[src/rtl/stopwatch_pkg.sv]
// stopwatch_pkg: shared command codes and default debounce length for the stopwatch front end
package stopwatch_pkg;
  localparam logic [1:0] CMD_IDLE  = 2'b00;
  localparam logic [1:0] CMD_START = 2'b01;
  localparam logic [1:0] CMD_STOP  = 2'b10;
  localparam logic [1:0] CMD_CLEAR = 2'b11;
  localparam int DEBOUNCE_CYCLES_DEF = 1_000_000;
endpackage

[src/rtl/cmd_debounce.sv]
// cmd_debounce: per-bit synchroniser followed by a whole-vector debouncer
module cmd_debounce
  import stopwatch_pkg::*;
#(
  parameter int W               = 2,
  parameter int SYNC_STAGES     = 2,
  parameter int DEBOUNCE_CYCLES = DEBOUNCE_CYCLES_DEF
) (
  input  logic         clk,
  input  logic         rst_n,
  input  logic [W-1:0] raw,
  output logic [W-1:0] stable
);
  localparam int CNT_W = $clog2(DEBOUNCE_CYCLES);
  logic [W-1:0] sync_q [SYNC_STAGES];
  logic [W-1:0] sync;
  logic [W-1:0] last;
  logic [CNT_W-1:0] cnt;
  assign sync = sync_q[SYNC_STAGES-1];
  // shift each raw bit through the synchroniser chain
  always_ff @(posedge clk or negedge rst_n)
    if (!rst_n) begin
      for (int i = 0; i < SYNC_STAGES; i++) sync_q[i] <= '0;
    end else begin
      sync_q[0] <= raw;
      for (int i = 1; i < SYNC_STAGES; i++) sync_q[i] <= sync_q[i-1];
    end
  // a new code must hold unchanged for DEBOUNCE_CYCLES cycles; any change restarts the count at 1
  always_ff @(posedge clk or negedge rst_n)
    if (!rst_n) begin
      stable <= '0;
      last   <= '0;
      cnt    <= '0;
    end else begin
      last <= sync;
      if (sync == stable) cnt <= '0;
      else if (sync != last) cnt <= CNT_W'(1);
      else if (cnt == CNT_W'(DEBOUNCE_CYCLES - 1)) begin
        stable <= sync;
        cnt    <= '0;
      end else cnt <= cnt + CNT_W'(1);
    end
endmodule

[src/rtl/stopwatch_cmd_conditioner.sv]
// stopwatch_cmd_conditioner: debounced command decode into start/stop/clear pulses and run state
// Define STOPWATCH_TOGGLE_EN to make code 01 toggle start/stop and ignore code 10.
module stopwatch_cmd_conditioner
  import stopwatch_pkg::*;
#(
  parameter int SYNC_STAGES     = 2,
  parameter int DEBOUNCE_CYCLES = DEBOUNCE_CYCLES_DEF
) (
  input  logic       clk,
  input  logic       rst_n,
  input  logic       ena,
  input  logic [1:0] cmd_raw,
  output logic       start_pulse,
  output logic       stop_pulse,
  output logic       clear_pulse,
  output logic       running,
  output logic [1:0] cmd_stable
);
  logic [1:0] stable_q;
  logic accept, do_start, do_stop, do_clear;
  cmd_debounce #(
    .W(2),
    .SYNC_STAGES(SYNC_STAGES),
    .DEBOUNCE_CYCLES(DEBOUNCE_CYCLES)
  ) u_debounce (
    .clk(clk),
    .rst_n(rst_n),
    .raw(cmd_raw),
    .stable(cmd_stable)
  );
  // an accept is the first cycle of a new non-idle debounced code; disabled accepts are dropped
  always_comb begin
    accept   = ena && (cmd_stable != stable_q) && (cmd_stable != CMD_IDLE);
`ifdef STOPWATCH_TOGGLE_EN
    do_start = accept && (cmd_stable == CMD_START) && !running;
    do_stop  = accept && (cmd_stable == CMD_START) && running;
`else
    do_start = accept && (cmd_stable == CMD_START) && !running;
    do_stop  = accept && (cmd_stable == CMD_STOP) && running;
`endif
    do_clear = accept && (cmd_stable == CMD_CLEAR);
  end
  // register pulses and run state; stable_q tracks the code even while disabled so nothing replays
  always_ff @(posedge clk or negedge rst_n)
    if (!rst_n) begin
      stable_q    <= CMD_IDLE;
      start_pulse <= 1'b0;
      stop_pulse  <= 1'b0;
      clear_pulse <= 1'b0;
      running     <= 1'b0;
    end else begin
      stable_q    <= cmd_stable;
      start_pulse <= do_start;
      stop_pulse  <= do_stop;
      clear_pulse <= do_clear;
      running     <= (running | do_start) & ~do_stop & ~do_clear;
    end
endmodule

[config.mk]
export PLATFORM = sky130hd
export DESIGN_NAME = stopwatch_cmd_conditioner
export DESIGN_NICKNAME = d
export VERILOG_FILES = /design/src/rtl/stopwatch_pkg.sv /design/src/rtl/cmd_debounce.sv /design/src/rtl/stopwatch_cmd_conditioner.sv
export SDC_FILE = /design/constraint.sdc
export NUM_CORES = 1
export LEC_CHECK = 0
export ABC_AREA = 0
export CORE_AREA = 2 2 48 84
export DETAILED_ROUTE_END_ITERATION = 8
export DIE_AREA = 0 0 50 86
export SLEW_MARGIN = 20
export SYNTH_ARGS = -nofsm -noshare
export SYNTH_HDL_FRONTEND = slang
export SYNTH_SLANG_ARGS = --single-unit
[constraint.sdc]
create_clock -name clk -period 2.5 [get_ports clk]
set_input_delay 0.5 -clock clk [delete_from_list [all_inputs] [get_ports clk]]
set_output_delay 0.5 -clock clk [all_outputs]
set_load 0.01 [all_outputs]
==> impl_metrics.ini <==
[outcome]
outcome = complete, no violations

[yosys]
yosysMostFrequentCell = dfrtp_1
synth-async-reset-ratio_pct = 100
synthXorXnorAreaFrac_pct = 10.4
yosys-top-cells-area = dfrtp_1, xor2_1, xnor2_1, nor2_2, nand3_1
dominantRegCellSynth = dfrtp_1
syn_inst = 142
yosysUniqueCellTypes = 36
ys_seq_area_share_pct = 53.4
synth_top_family_by_area = simple AND/OR/NAND/NOR gates
synth_common_cells = dfrtp_1, nand2_1, nor2_2, xor2_1, xnor2_1
synthAdderAreaFrac_pct = 0.785
synth-seq-cells = 34
synth_top_area_share_pct = 53.4
yosysTopAreaCell = dfrtp_1
synth-compound-area-share_pct = 7.54
synth_nets = 148
muxShareOfSynthArea_pct = 2.12
synth_edf_count = 0
yosysWarnings = 0
synth_simple_gate_area_share_pct = 23.2
syn_area_um2 = 1590
avgSynthCellArea_um2 = 11.2

[routing]
antenna_left = 0
via_per_inst = 5.37
drt_iter0_drc = 18
drt_pre_antenna_iters = 4
route.detailed.drc = 0
totalWireLength_mm = 3.12
wl_per_cell_um = 15.4
num_vias = 1091

[clocking]
path_clk_slew_ns = 0.06
cts_tree = yes
cts_max_level = 2
max-clock-path-buffers = 2
cts_resized = 0
clock-sinks = 34
cts_setup_buffers = 0
clock_latency_ns = 0.28
cts-root-buf = clkbuf_8
ctsHoldBuffers = 0
cts_buffers = 5

[sta]
relSlewSlack_pct = 70.9
fin_skew_ns = 0.00364
min_period_ns = 2.21
hold_viol = 0
worstMarginPinSlew_ns = 0.436
min_period_over_period_pct = 88.3
fmaxAchievable_ghz = 0.453
finalMaxSlewViolations = 0
fin_setup_tns_ns = 0
finalSetupViolations = 0
grt_setup_unrepaired = no

[floorplan]
rows = 29
coreArea_um2 = 3590
dieWidth_um = 50
floorplan.initialDensity_pct = 44.4
dieArea_um2 = 4300
num_io_pins = 11
die_h_um = 86

[final_layout]
drive_gt1_share_pct = 17.8
syn2layout_area_growth_pct = 13.7
diodes = 0
fin_nets = 163
fin_util_pct = 50.5

[setup_path]
cp.arrival_ns = 2.38
worstPathRequired_ns = 2.67
start_kind = flop
cp_max_fo = 6
critPathCaptureType = flop
path_class = reg2reg

[global_routing]
grt_max_degree = 35
grt_pass1_vias = 1117
gr-total-overflow = 0
grt_pass1_wl_mm = 5.22
grtUsageTotal_pct = 16.5
antenna_found_initial = 0

[run]
maxCapViolations = 0

[power]
p_per_area_nw_per_um2 = 549
ir_worst_vdd_v = 0.000407
p_leak_nw = 0.701

[placed_design]
place_congestion = 0.710
port-buffer-count = 10
dp_hpwl_mm = 2.22

[min_path]
hp-class = reg2reg
## power by group
| part | switching, mW | leakage, nW | total, mW | internal [mW] |
|---|---|---|---|---|
| logic | 0.0344 | 0.205 | 0.0566 | 0.0222 |
| clock network | 0.185 | 0.0438 | 0.371 | 0.186 |
| registers | 0.00914 | 0.453 | 0.568 | 0.559 |
## flip-flops by register name (all words and copies together) (netlist names)
signal             cells
clear_pulse            1
running                1
u_debounce.stable      2
stable_q               2
start_pulse            1
u_debounce.last        2
stop_pulse             1
u_debounce.sync        2
u_debounce.cnt        20
u_debounce.sync_q      2
## worst max-delay path, stage by stage (launching register included)
cell and delay, ns:
dfrtp_1 0.43, or4_1 0.53, or4_4 0.58, nor3_2 0.20, mux2_2 0.36
## cell families (layout without fill, tap and decap cells)
group / after synthesis / in the layout
multiplexers: 3 / 3
AO/OA/AOI/OAI: 17 / 17
buffers and inverters: 6 / 21
AND/OR/NAND/NOR: 62 / 62
adder cells (fa/ha/maj): 1 / 1
XOR/XNOR: 19 / 19
flip-flops: 34 / 34
## per-stage QoR
stage	hold slack (ns)	power (mW)	area [um2]	cells	setup slack (ns)
finish	0.347	0.996	1810	203	0.291
detailed placement	0.336	0.636	1730	196	0.292
CTS	0.351	1.01	1810	203	0.286
floorplan	0.204	0.612	1590	142	0.395
global placement	0.334	0.635	1730	196	0.368
global route	0.361	1.04	1810	203	0.211
## cell type report
type | instances | area, um2
flip-flops and latches | 34 | 851
inverters | 2 | 7.51
fillers | 308 | 1780
clock buffers | 5 | 68.8
well taps | 46 | 57.6
repair buffers | 12 | 115
multi-input cells | 102 | 703
clock inverters | 2 | 10.0
## layer usage
layer	share of wire [%]	routed length [um]	track usage [%]
met4	1.7	53	6.06
met5	0	0	0
met3	2.8	87	4.70
met1	39	1230	17.1
met2	56	1750	30.4
## layout by cell type (no fill, tap or decap), types with 2 or more instances in the layout
master	n
dfrtp_1	34
nand2_1	10
xor2_1	10
nor2_2	10
clkdlybuf4s50_1	10
xnor2_1	9
nand3_1	8
a21oi_1	6
nor2_1	6
nand4_1	5
clkbuf_8	5
or4_1	4
o31ai_1	3
or3_1	3
o21ai_0	3
mux2_2	3
and4_1	2
inv_1	2
nor4_1	2
nor2b_1	2
nor4b_1	2
clkinv_2	2
buf_4	2
## final timing paths
kind | start | endpoint | slack (ns) | cells after the start
hold reg to reg | u_debounce.sync_q[2] | u_debounce.sync[0] | 0.35 | 0
hold / removal | u_debounce.sync_q[2] | u_debounce.sync[0] | 0.35 | 0
setup / recovery | u_debounce.cnt[10] | u_debounce.stable[1] | 0.29 | 4
min in group asynchronous | rst_n | u_debounce.last[0] | 0.63 | 2
setup reg to reg | u_debounce.cnt[10] | u_debounce.stable[1] | 0.29 | 4
max in group asynchronous | rst_n | u_debounce.cnt[5] | 1.56 | 2
(Power assumes the default switching activity.)
